### config.mk
export PLATFORM = sky130hd
export DESIGN_NAME = ps2_packet_ctrl_flat
export DESIGN_NICKNAME = d
export VERILOG_FILES = /design/src/rtl/ps2_packet_ctrl_pkg.sv /design/src/rtl/ps2_packet_ctrl_if.sv /design/src/rtl/ps2_packet_ctrl_gap_timer.sv /design/src/rtl/ps2_packet_ctrl.sv /design/src/flat_wrapper.sv
export SDC_FILE = /design/constraint.sdc
export NUM_CORES = 1
export LEC_CHECK = 0
export CAP_MARGIN = 20
export CORE_ASPECT_RATIO = 1.5
export CORE_UTILIZATION = 52
export DETAILED_ROUTE_END_ITERATION = 12
export PLACE_DENSITY_LB_ADDON = 0.2
export SLEW_MARGIN = 20
export SYNTH_ARGS = -nofsm -noshare
export SYNTH_HDL_FRONTEND = slang
export SYNTH_SLANG_ARGS = --single-unit
### constraint.sdc
create_clock -name clk -period 2.5 [get_ports clk]
set_clock_uncertainty 0.15 [all_clocks]
set_input_delay 0.5 -clock clk [delete_from_list [all_inputs] [get_ports clk]]
set_output_delay 0.5 -clock clk [all_outputs]
set_load 0.1 [all_outputs]
### src/rtl/ps2_packet_ctrl_pkg.sv
`default_nettype none
// ============================================================================
// Module      : ps2_pkg
// Description : Shared types and constants for the PS/2 packet sequencer.
//               Holds the sequencer state encoding and the byte/packet
//               geometry used by the interface, the top and the bench.
// Revision    : 1.0 - initial release
// ============================================================================
package ps2_pkg;

    localparam int PS2_BYTE_W    = 8;
    localparam int PS2_SYNC_BIT  = 3;
    localparam int PS2_MAX_BYTES = 4;
    localparam int PS2_PKT_W     = PS2_MAX_BYTES * PS2_BYTE_W;

    typedef enum logic [1:0] {
        IDLE    = 2'd0,
        COLLECT = 2'd1,
        HOLD    = 2'd2
    } state_t;

endpackage
`default_nettype wire

### src/rtl/ps2_packet_ctrl_if.sv
`default_nettype none
// ============================================================================
// Module      : ps2_packet_ctrl_if
// Description : Byte-in / packet-out bundle of the PS/2 packet sequencer.
//               master : byte source + packet consumer (drives rx_*, ready)
//               slave  : the sequencer (drives packet, status and errors)
//   rx_tick     1  one-cycle strobe qualifying rx_data
//   rx_data     8  received byte
//   pkt_ready   1  consumer accepts the presented packet
//   pkt_valid   1  packet available
//   pkt_data   32  packet, byte0 in [31:24], unused bytes zero
//   byte_index  3  bytes stored in the current packet
//   busy        1  sequencer is collecting or holding
//   err_*       1  one-cycle error pulses (sync / timeout / overrun)
//   drop_count  8  saturating count of error events
// Revision    : 1.0 - initial release
// ============================================================================
interface ps2_packet_ctrl_if;
    import ps2_pkg::*;

    logic                  rx_tick;
    logic [PS2_BYTE_W-1:0] rx_data;
    logic                  pkt_ready;
    logic                  pkt_valid;
    logic [PS2_PKT_W-1:0]  pkt_data;
    logic [2:0]            byte_index;
    logic                  busy;
    logic                  err_sync;
    logic                  err_timeout;
    logic                  err_overrun;
    logic [7:0]            drop_count;

    modport master (
        output rx_tick, rx_data, pkt_ready,
        input  pkt_valid, pkt_data, byte_index, busy,
               err_sync, err_timeout, err_overrun, drop_count
    );

    modport slave (
        input  rx_tick, rx_data, pkt_ready,
        output pkt_valid, pkt_data, byte_index, busy,
               err_sync, err_timeout, err_overrun, drop_count
    );

endinterface
`default_nettype wire

### src/rtl/ps2_packet_ctrl_gap_timer.sv
`default_nettype none
// ============================================================================
// Module      : ps2_gap_timer
// Description : Inter-byte gap timer. Counts idle cycles while enabled and
//               flags expiry on the cycle whose increment would bring the
//               count to TIMEOUT_CYCLES-1, so the owner can act on the same
//               clock edge. A clear always dominates.
//   clk        1  clock, rising edge
//   rst_n      1  asynchronous active-low reset
//   i_clear    1  synchronous clear of the count
//   i_enable   1  count this cycle
//   o_expire   1  gap limit reached this cycle (combinational)
// Revision    : 1.0 - initial release
// ============================================================================
module ps2_gap_timer #(
    parameter int TIMEOUT_CYCLES = 100000
) (
    input  wire logic clk,
    input  wire logic rst_n,
    input  wire logic i_clear,
    input  wire logic i_enable,
    output logic      o_expire
);

    localparam int            c_W    = (TIMEOUT_CYCLES > 1) ? $clog2(TIMEOUT_CYCLES) : 1;
    localparam logic [c_W-1:0] c_LAST = c_W'(TIMEOUT_CYCLES - 2);

    logic [c_W-1:0] r_count;

    always_ff @(posedge clk or negedge rst_n) begin
        if (!rst_n) begin
            r_count <= '0;
        end else if (i_clear) begin
            r_count <= '0;
        end else if (i_enable) begin
            r_count <= r_count + 1'b1;
        end
    end

    assign o_expire = i_enable & (r_count == c_LAST);

endmodule
`default_nettype wire

### src/rtl/ps2_packet_ctrl.sv
`default_nettype none
// ============================================================================
// Module      : ps2_packet_ctrl
// Description : PS/2 multi-byte packet sequencer. Frames received bytes into
//               BYTES-long packets, rejects first bytes lacking the sync bit,
//               discards stalled partial packets after an inter-byte timeout
//               and presents whole packets under a valid/ready handshake.
//   clk    1  clock, rising edge
//   rst_n  1  asynchronous active-low reset
//   bus       ps2_packet_ctrl_if.slave (byte input, packet output, status)
// Parameters:
//   BYTES          packet length 1..4
//   TIMEOUT_CYCLES inter-byte gap limit in cycles, >= 2
//   SYNC_CHECK     1: first byte must carry bit 3 set
// Revision    : 1.0 - initial release
// ============================================================================
module ps2_packet_ctrl
    import ps2_pkg::*;
#(
    parameter int BYTES          = 4,
    parameter int TIMEOUT_CYCLES = 100000,
    parameter bit SYNC_CHECK     = 1'b1
) (
    input  wire logic        clk,
    input  wire logic        rst_n,
    ps2_packet_ctrl_if.slave bus
);

    localparam logic [2:0] c_BYTES = 3'(BYTES);

    state_t                r_state,       w_state_next;
    logic                  r_pkt_valid,   w_pkt_valid_next;
    logic [PS2_PKT_W-1:0]  r_pkt_data,    w_pkt_data_next;
    logic [2:0]            r_byte_index,  w_byte_index_next;
    logic                  r_busy,        w_busy_next;
    logic                  r_err_sync,    w_err_sync_next;
    logic                  r_err_timeout, w_err_timeout_next;
    logic                  r_err_overrun, w_err_overrun_next;
    logic [7:0]            r_drop_count,  w_drop_count_next;

    logic w_accept;
    logic w_sync_bad;
    logic w_take_first;
    logic w_timer_en;
    logic w_timer_clear;
    logic w_expire;

    // pkt_valid is only ever high in HOLD, so this is the whole handshake.
    assign w_accept   = r_pkt_valid & bus.pkt_ready;
    assign w_sync_bad = SYNC_CHECK & ~bus.rx_data[PS2_SYNC_BIT];
    // A byte is a packet-start candidate in IDLE, and also in HOLD when the
    // held packet leaves on this very edge (back-to-back packets).
    assign w_take_first = bus.rx_tick &
                          ((r_state == IDLE) | ((r_state == HOLD) & w_accept));

    assign w_timer_en    = (r_state == COLLECT);
    assign w_timer_clear = bus.rx_tick | ~w_timer_en;

    ps2_gap_timer #(
        .TIMEOUT_CYCLES (TIMEOUT_CYCLES)
    ) u_gap_timer (
        .clk      (clk),
        .rst_n    (rst_n),
        .i_clear  (w_timer_clear),
        .i_enable (w_timer_en),
        .o_expire (w_expire)
    );

    always_ff @(posedge clk or negedge rst_n) begin
        if (!rst_n) begin
            r_state       <= IDLE;
            r_pkt_valid   <= 1'b0;
            r_pkt_data    <= '0;
            r_byte_index  <= '0;
            r_busy        <= 1'b0;
            r_err_sync    <= 1'b0;
            r_err_timeout <= 1'b0;
            r_err_overrun <= 1'b0;
            r_drop_count  <= '0;
        end else begin
            r_state       <= w_state_next;
            r_pkt_valid   <= w_pkt_valid_next;
            r_pkt_data    <= w_pkt_data_next;
            r_byte_index  <= w_byte_index_next;
            r_busy        <= w_busy_next;
            r_err_sync    <= w_err_sync_next;
            r_err_timeout <= w_err_timeout_next;
            r_err_overrun <= w_err_overrun_next;
            r_drop_count  <= w_drop_count_next;
        end
    end

    always_comb begin
        w_state_next       = r_state;
        w_pkt_valid_next   = r_pkt_valid;
        w_pkt_data_next    = r_pkt_data;
        w_byte_index_next  = r_byte_index;
        w_err_sync_next    = 1'b0;
        w_err_timeout_next = 1'b0;
        w_err_overrun_next = 1'b0;
        w_drop_count_next  = r_drop_count;

        case (r_state)
            COLLECT: begin
                // A tick on the expiry cycle wins over the timeout.
                if (bus.rx_tick) begin
                    for (int i = 0; i < PS2_MAX_BYTES; i++) begin
                        if (r_byte_index == 3'(i)) begin
                            w_pkt_data_next[(PS2_MAX_BYTES-1-i)*PS2_BYTE_W +: PS2_BYTE_W] = bus.rx_data;
                        end
                    end
                    w_byte_index_next = r_byte_index + 3'd1;
                    if ((r_byte_index + 3'd1) == c_BYTES) begin
                        w_state_next     = HOLD;
                        w_pkt_valid_next = 1'b1;
                    end
                end else if (w_expire) begin
                    w_err_timeout_next = 1'b1;
                    w_pkt_data_next    = '0;
                    w_byte_index_next  = '0;
                    w_state_next       = IDLE;
                end
            end
            HOLD: begin
                if (w_accept) begin
                    // pkt_data deliberately keeps the accepted packet.
                    w_pkt_valid_next  = 1'b0;
                    w_byte_index_next = '0;
                    w_state_next      = IDLE;
                end else if (bus.rx_tick) begin
                    w_err_overrun_next = 1'b1;
                end
            end
            default: ;
        endcase

        if (w_take_first) begin
            if (w_sync_bad) begin
                w_err_sync_next = 1'b1;
            end else begin
                w_pkt_data_next   = {bus.rx_data, {(PS2_PKT_W-PS2_BYTE_W){1'b0}}};
                w_byte_index_next = 3'd1;
                if (BYTES == 1) begin
                    w_state_next     = HOLD;
                    w_pkt_valid_next = 1'b1;
                end else begin
                    w_state_next = COLLECT;
                end
            end
        end

        // The error sources are mutually exclusive per cycle, so one
        // increment covers every event.
        if ((w_err_sync_next | w_err_timeout_next | w_err_overrun_next) &&
            (r_drop_count != 8'hFF)) begin
            w_drop_count_next = r_drop_count + 8'd1;
        end

        w_busy_next = (w_state_next != IDLE);
    end

    assign bus.pkt_valid   = r_pkt_valid;
    assign bus.pkt_data    = r_pkt_data;
    assign bus.byte_index  = r_byte_index;
    assign bus.busy        = r_busy;
    assign bus.err_sync    = r_err_sync;
    assign bus.err_timeout = r_err_timeout;
    assign bus.err_overrun = r_err_overrun;
    assign bus.drop_count  = r_drop_count;

endmodule
`default_nettype wire

### src/flat_wrapper.sv
// flat-port wrapper written by rule: the top's interface ports become plain ports
module ps2_packet_ctrl_flat import ps2_pkg::*;
#(
    parameter int BYTES          = 4,
    parameter int TIMEOUT_CYCLES = 100000,
    parameter bit SYNC_CHECK     = 1'b1
)
  (clk, rst_n, bus_rx_tick, bus_rx_data, bus_pkt_ready, bus_pkt_valid, bus_pkt_data, bus_byte_index, bus_busy, bus_err_sync, bus_err_timeout, bus_err_overrun, bus_drop_count);
  ps2_packet_ctrl_if bus_i ();
  input  wire logic clk;
  input  wire logic rst_n;
  input wire logic [$bits(bus_i.rx_tick)-1:0] bus_rx_tick;
  input wire logic [$bits(bus_i.rx_data)-1:0] bus_rx_data;
  input wire logic [$bits(bus_i.pkt_ready)-1:0] bus_pkt_ready;
  output wire logic [$bits(bus_i.pkt_valid)-1:0] bus_pkt_valid;
  output wire logic [$bits(bus_i.pkt_data)-1:0] bus_pkt_data;
  output wire logic [$bits(bus_i.byte_index)-1:0] bus_byte_index;
  output wire logic [$bits(bus_i.busy)-1:0] bus_busy;
  output wire logic [$bits(bus_i.err_sync)-1:0] bus_err_sync;
  output wire logic [$bits(bus_i.err_timeout)-1:0] bus_err_timeout;
  output wire logic [$bits(bus_i.err_overrun)-1:0] bus_err_overrun;
  output wire logic [$bits(bus_i.drop_count)-1:0] bus_drop_count;
  assign bus_i.rx_tick = bus_rx_tick;
  assign bus_i.rx_data = bus_rx_data;
  assign bus_i.pkt_ready = bus_pkt_ready;
  assign bus_pkt_valid = bus_i.pkt_valid;
  assign bus_pkt_data = bus_i.pkt_data;
  assign bus_byte_index = bus_i.byte_index;
  assign bus_busy = bus_i.busy;
  assign bus_err_sync = bus_i.err_sync;
  assign bus_err_timeout = bus_i.err_timeout;
  assign bus_err_overrun = bus_i.err_overrun;
  assign bus_drop_count = bus_i.drop_count;
  ps2_packet_ctrl #(.BYTES(BYTES), .TIMEOUT_CYCLES(TIMEOUT_CYCLES), .SYNC_CHECK(SYNC_CHECK)) u_core (.clk(clk), .rst_n(rst_n), .bus(bus_i));
endmodule
# Word-level counts from Yosys, hierarchy flattened
# Index checks and enable logic that the tools add are counted.
# totals
reg_bits	67
output_inout_bits	48
elab_cells	76
# op_classes
add_sub_neg	3
n_eq_ne	11
mux	36
bitwise	9
reduce_logical	7
# op_table
operator	count
$mux 32	5
$mux 17	2
$mux 8	4
$add 17x1->17 const B	1
$eq 17x17->1 const B	1
$mux 3	5
$mux 2	6
$mux 1	11
$add 8x1->8 const B	1
$ne 8x8->1 const B	1
$eq 3x2->1 const B	2
$pmux 3 s2	1
$reduce_bool 2->1	3
$and 1x1->1	4
$ne 2x1->1 const B	2
$or 1x1->1	4
$pmux 2 s2	1
$reduce_and 4->1	1
$add 3x1->3 const B	1
$eq 3x1->1 const B	1
$eq 3x3->1 const B	1
$logic_not 3->1	1
$eq 2x1->1 const B	1
$eq 2x2->1 const B	1
other kinds (5)	5

# Logic depth before layout (Yosys ltp)
# logic_depth
word_depth	8
ltp_mapped	9
ltp_nobuf	8

# By module
# A second synthesis with hierarchy kept.
# unflattened
cells_unflattened	327
hier_area_um2	3195.6
# modules_own_cells
mod	n_inst	cells_each	area_each_um2
ps2_packet_ctrl	1	234	2298.5
ps2_gap_timer	1	93	897.1

# Least setup slack after synthesis
# OpenSTA, ideal clock, no wires.
# synth_path
path_kind	reg2reg
startpoint	register u_core.r_byte_index[1], in the netlist u_core.bus.byte_index[1]
endpoint	register u_core.r_pkt_data[7], in the netlist u_core.bus.pkt_data[7]
setup_time_ns	0.132
arrival_ns	2.178
required_time_ns	2.218
slack_ns	0.041
path_stages_with_launch	8
period_less_slack_ns	2.459
cell_sequence	dfrtp_1 -> ha_1 -> ha_1 -> clkbuf_1 -> clkbuf_1 -> o21ai_0 -> a22oi_1 -> nor2_1
# synth_between
elab_chain_len	6
# synth_rtl
item	line	text
start: declaration	ps2_packet_ctrl.sv:34	logic [2:0] r_byte_index, w_byte_index_next;
start signal: assignment	ps2_packet_ctrl.sv:84	r_byte_index <= w_byte_index_next;
$eq 3x2->1 *	ps2_packet_ctrl.sv:108	if (r_byte_index == 3'(i)) begin
$mux 8 *	ps2_packet_ctrl.sv:108	
$mux 32 *	ps2_packet_ctrl.sv:106	if (bus.rx_tick) begin
$mux 32 *	ps2_packet_ctrl.sv:103	case (r_state)
$mux 32	ps2_packet_ctrl.sv:138	if (w_sync_bad) begin
$mux 32 *	ps2_packet_ctrl.sv:137	if (w_take_first) begin
named net u_core.w_pkt_data_next[7]	ps2_packet_ctrl.sv:33	logic [PS2_PKT_W-1:0] r_pkt_data, w_pkt_data_next;
end signal: assignment	ps2_packet_ctrl.sv:83	r_pkt_data <= w_pkt_data_next;
end: declaration	ps2_packet_ctrl.sv:33	
# The timed path passes the listed nets; every way through them passes the cells marked *.
# A chain may end at the register's enable or synchronous reset.

# Worst setup path in the final report
# layout_path
startpoint	register u_core.r_state[0]
endpoint	register u_core.r_drop_count[6], in the netlist u_core.bus.drop_count[6]
# layout_between
elab_chain_len	8
elab_cells_between_ends	15
cone_classes	eq/ne (2); mux (5); bitwise (6); reduce/logical (2)
# layout_rtl
item	line	text
start: declaration	ps2_packet_ctrl.sv:31	state_t r_state, w_state_next;
start signal: assignment	ps2_packet_ctrl.sv:81	r_state <= w_state_next;
$eq 2x2->1 or $eq 2x1->1 (tied branches)	ps2_packet_ctrl.sv:54, ps2_packet_ctrl.sv:103, ps2_packet_ctrl.sv:56	
$and 1x1->1 (on tied branches)	ps2_packet_ctrl.sv:54, ps2_packet_ctrl_gap_timer.sv:40	
$or 1x1->1 or $mux 1 (tied branches)	ps2_packet_ctrl.sv:54, ps2_packet_ctrl.sv:117	
$and 1x1->1 or $mux 1 (tied branches)	ps2_packet_ctrl.sv:53, ps2_packet_ctrl.sv:106	
$mux 1 (on tied branches)	ps2_packet_ctrl.sv:137, ps2_packet_ctrl.sv:103	
$or 1x1->1	ps2_packet_ctrl.sv:154	if ((w_err_sync_next | w_err_timeout_next | w_err_overrun_next) &&
$or 1x1->1 *	ps2_packet_ctrl.sv:154	
$logic_and 1x1->1 *	ps2_packet_ctrl.sv:154	
end signal: assignment	ps2_packet_ctrl.sv:89	r_drop_count <= w_drop_count_next;
end: declaration	ps2_packet_ctrl.sv:39	logic [7:0] r_drop_count, w_drop_count_next;
# Mark *: on every way between the ends. The rest lies on a longest branch, timed or not.

==> flow_metrics.tcl <==
set metrics [dict create \
    maxSlewViolCount 0 \
    finalCritPeriodShare_pct 87.85 \
    netlist.area_leader.share_pct 51.76 \
    post-place-ws_ns 0.06283 \
    worst_slew_pin_slew_ns 0.5206 \
    num_io_pins 60 \
    combPwrFrac_pct 23.6 \
    multi_input_area_mm2 0.001443 \
    grt_max_degree 36 \
    grt_pass1_wl_mm 12.43 \
    gp_congestion 0.8266 \
    async_reset_ff_share_pct 100.0 \
    start_util_pct 54.78 \
    core_mm2 0.005913 \
    clkPwrFrac_pct 35.6 \
    drtIter0Drc 186 \
    io_buffers 59 \
    ys_seq_area_share_pct 51.76 \
    cp.arrival_ns 2.27 \
    irDropWorstVdd_mv 1.430 \
    power_frac_seq_pct 40.8 \
    cts_tree "yes" \
    yosysMostFrequentCell "dfrtp_1" \
    synth_warnings 0 \
    clockBufferDepth 2 \
    fp.dieArea_mm2 0.006556 \
    finalNetCount 418 \
    power.internal_mw 1.969 \
    slew_headroom_pct 65.03 \
    cts_repair_resize_count 0 \
    numCtsBuffers 9 \
    crit_path_max_fanout 7 \
    clock_latency_ns 0.34 \
    cp.required_ns 2.58 \
    rows 34 \
    hold_viol_final 0 \
    synth_edf_count 0 \
    detail-route-antenna-nets 0 \
    maxCapViolations 0 \
    wl_mm 7.412 \
    ys.flop_type "dfrtp_1" \
    synthTopCellsByCount "dfrtp_1, nand2_1, nand3_1, nor2_1, a21oi_1" \
    status "complete, no violations" \
    power.density_mw_per_mm2 748.4 \
    h-tree-depth 3 \
    fin_hold_ws_ns 0.02635 \
    hp-class "input port to asynchronous set/reset pin" \
    clock-sinks 67 \
    yosysUniqueCellTypes 43 \
    leakagePower_nw 1.863 \
    ys_top_cells_by_area "dfrtp_1, nand3_1, nand2_1" \
    syn_inst 329 \
    setup_violations 0 \
    avgRoutedWirePerCell_um 15.70 \
    die_h_um 98.67 \
    vias 2630 \
    grt_pass1_vias 2676 \
    first_pass_iters 4 \
    fin_setup_tns_ns 0 \
    path_clk_slew_ns 0.07 \
    period_needed_ns 2.196 \
    grt_util_all_layers_pct 25.43 \
    finalWorstSetupSlack_ns 0.3038 \
    power_mw 3.017 \
    viasPerCell 5.572 \
    path_class "flop to flop" \
    antenna_cells 0 \
    fmax_mhz 455.3 \
    startpoint_type "flop" \
    drc 0 \
    cts_hold_buf 0 \
    grt_overflow 0 \
    clockRootBuffer "clkbuf_8" \
    cts_setup_buffers 0 \
    antenna_found_initial 0 \
    dp_hpwl_mm 5.331 \
    n_fill_cell 475 \
    ys_ff_latch 67 \
    p_sw_mw 1.048 \
    syn_area_mm2 0.003239 \
    synth.avg_cell_area_um2 9.846 \
    startpoint "u_core.r_state[0]$_DFF_PN0_" \
    synth_top_area_cell "dfrtp_1" \
    rsz0062_at_grt "false" \
    ff_latch_area_mm2 0.001677 \
    timing.rr.start "u_core.r_state[0]$_DFF_PN0_" \
    die_x_um 66.45 \
    area_delta_synth_final_pct 24.45 \
    drive_gt1_share_pct 22.25 \
    cp-end-kind "flop" \
    swShare_pct 34.74 \
    syn-num-nets 352 \
]
[cell usage in the layout (no fill, tap or decap), types with 2 or more instances in the layout]
cell type        count
nand4_1              6
nor2b_1              3
a32oi_1              2
nor2_1              33
clkbuf_8             9
xnor2_1             10
a31oi_1              2
ha_1                11
nand2b_1             3
buf_4               56
nor3_1               2
nand3_1             34
a22o_1               7
a22oi_1              9
clkdlybuf4s50_1     10
clkinv_2             2
o21ai_0             13
a21oi_1             19
nand2_1             38
and2_1               2
bufinv_16            3
and4_1               2
and4bb_2             2
dfrtp_1             67
mux2_2               3
and3_1               8
inv_1               15
xor2_1               9
or2_2                2
[sequential cells by signal, summed over array words and instances (netlist names)]
name	cells
u_core.r_state	2
u_core.bus.err_timeout	1
u_core.bus.err_sync	1
u_core.bus.drop_count	8
u_core.bus.err_overrun	1
u_core.bus.busy	1
u_core.u_gap_timer.r_count	17
u_core.bus.byte_index	3
u_core.bus.pkt_valid	1
u_core.bus.pkt_data	32
[cell families after synthesis]
kind of cell	synth area share, %
XOR/XNOR	5.137
AND/OR/NAND/NOR	22.09
AO/OA/AOI/OAI	12.01
buffers and inverters	3.708
flip-flops	51.76
multiplexers	1.043
adder cells (fa/ha/maj)	4.249
[worst max-delay path: stages, from the launching register on]
cell and delay (ns):
dfrtp_1 0.44, inv_1 0.09, ha_1 0.27, or2_2 0.31
a32oi_1 0.24, o21ai_1 0.13, nand4_1 0.12, mux2_2 0.33
[power groups by stage]
stage	clock network (mW)	registers, mW	logic (mW)
3_5_place_dp	0	1.25	0.716
2_1_floorplan	0	1.66	0.111
5_1_grt	1.15	1.24	0.741
4_1_cts	1.10	1.23	0.717
6_report	1.07	1.23	0.712
3_3_place_gp	0	1.25	0.708
[layer usage]
metal	GRT usage, %	vias to the layer above	part of all wire, %
li1	-	1274	-
met1	29.02	1259	40
met2	43.56	81	52
met3	4.398	16	5.1
met4	14.73	0	3.0
met5	0	-	0
[per-stage QoR]
step           instances  utilization, %  cell area (um2)
6_report             472           68.18             4031
5_1_grt              472           68.18             4031
4_1_cts              472           68.18             4031
2_1_floorplan        329               -             3239
3_5_place_dp         456           64.11             3791
3_3_place_gp         456           64.11             3791
[worst paths after layout]
kind                                                              to  slack, ns  cells after the start
min reg2reg                u_core.u_gap_timer.r_count[0]$_DFFE_PN0P_       0.34                      1
max reg2reg                     u_core.bus.drop_count[6]$_DFFE_PN0P_       0.30                      7
max in group asynchronous  u_core.u_gap_timer.r_count[4]$_DFFE_PN0P_       1.84                      2
min in group clk           u_core.u_gap_timer.r_count[0]$_DFFE_PN0P_       0.34                      1
max                             u_core.bus.drop_count[6]$_DFFE_PN0P_       0.30                      7
min                                u_core.bus.pkt_data[11]$_DFF_PN0_       0.03                      2
[final cells by class]
| class | instances | area share (%) |
|---|---|---|
| Clock inverter | 7 | 2.886 |
| Inverter | 15 | 1.397 |
| Multi-Input combinational cell | 235 | 35.79 |
| Clock buffer | 9 | 3.073 |
| Tap cell | 72 | 2.235 |
| Sequential cell | 67 | 41.59 |
| Timing Repair Buffer | 67 | 13.04 |
Note: power is estimated with default switching activity, not from simulation.
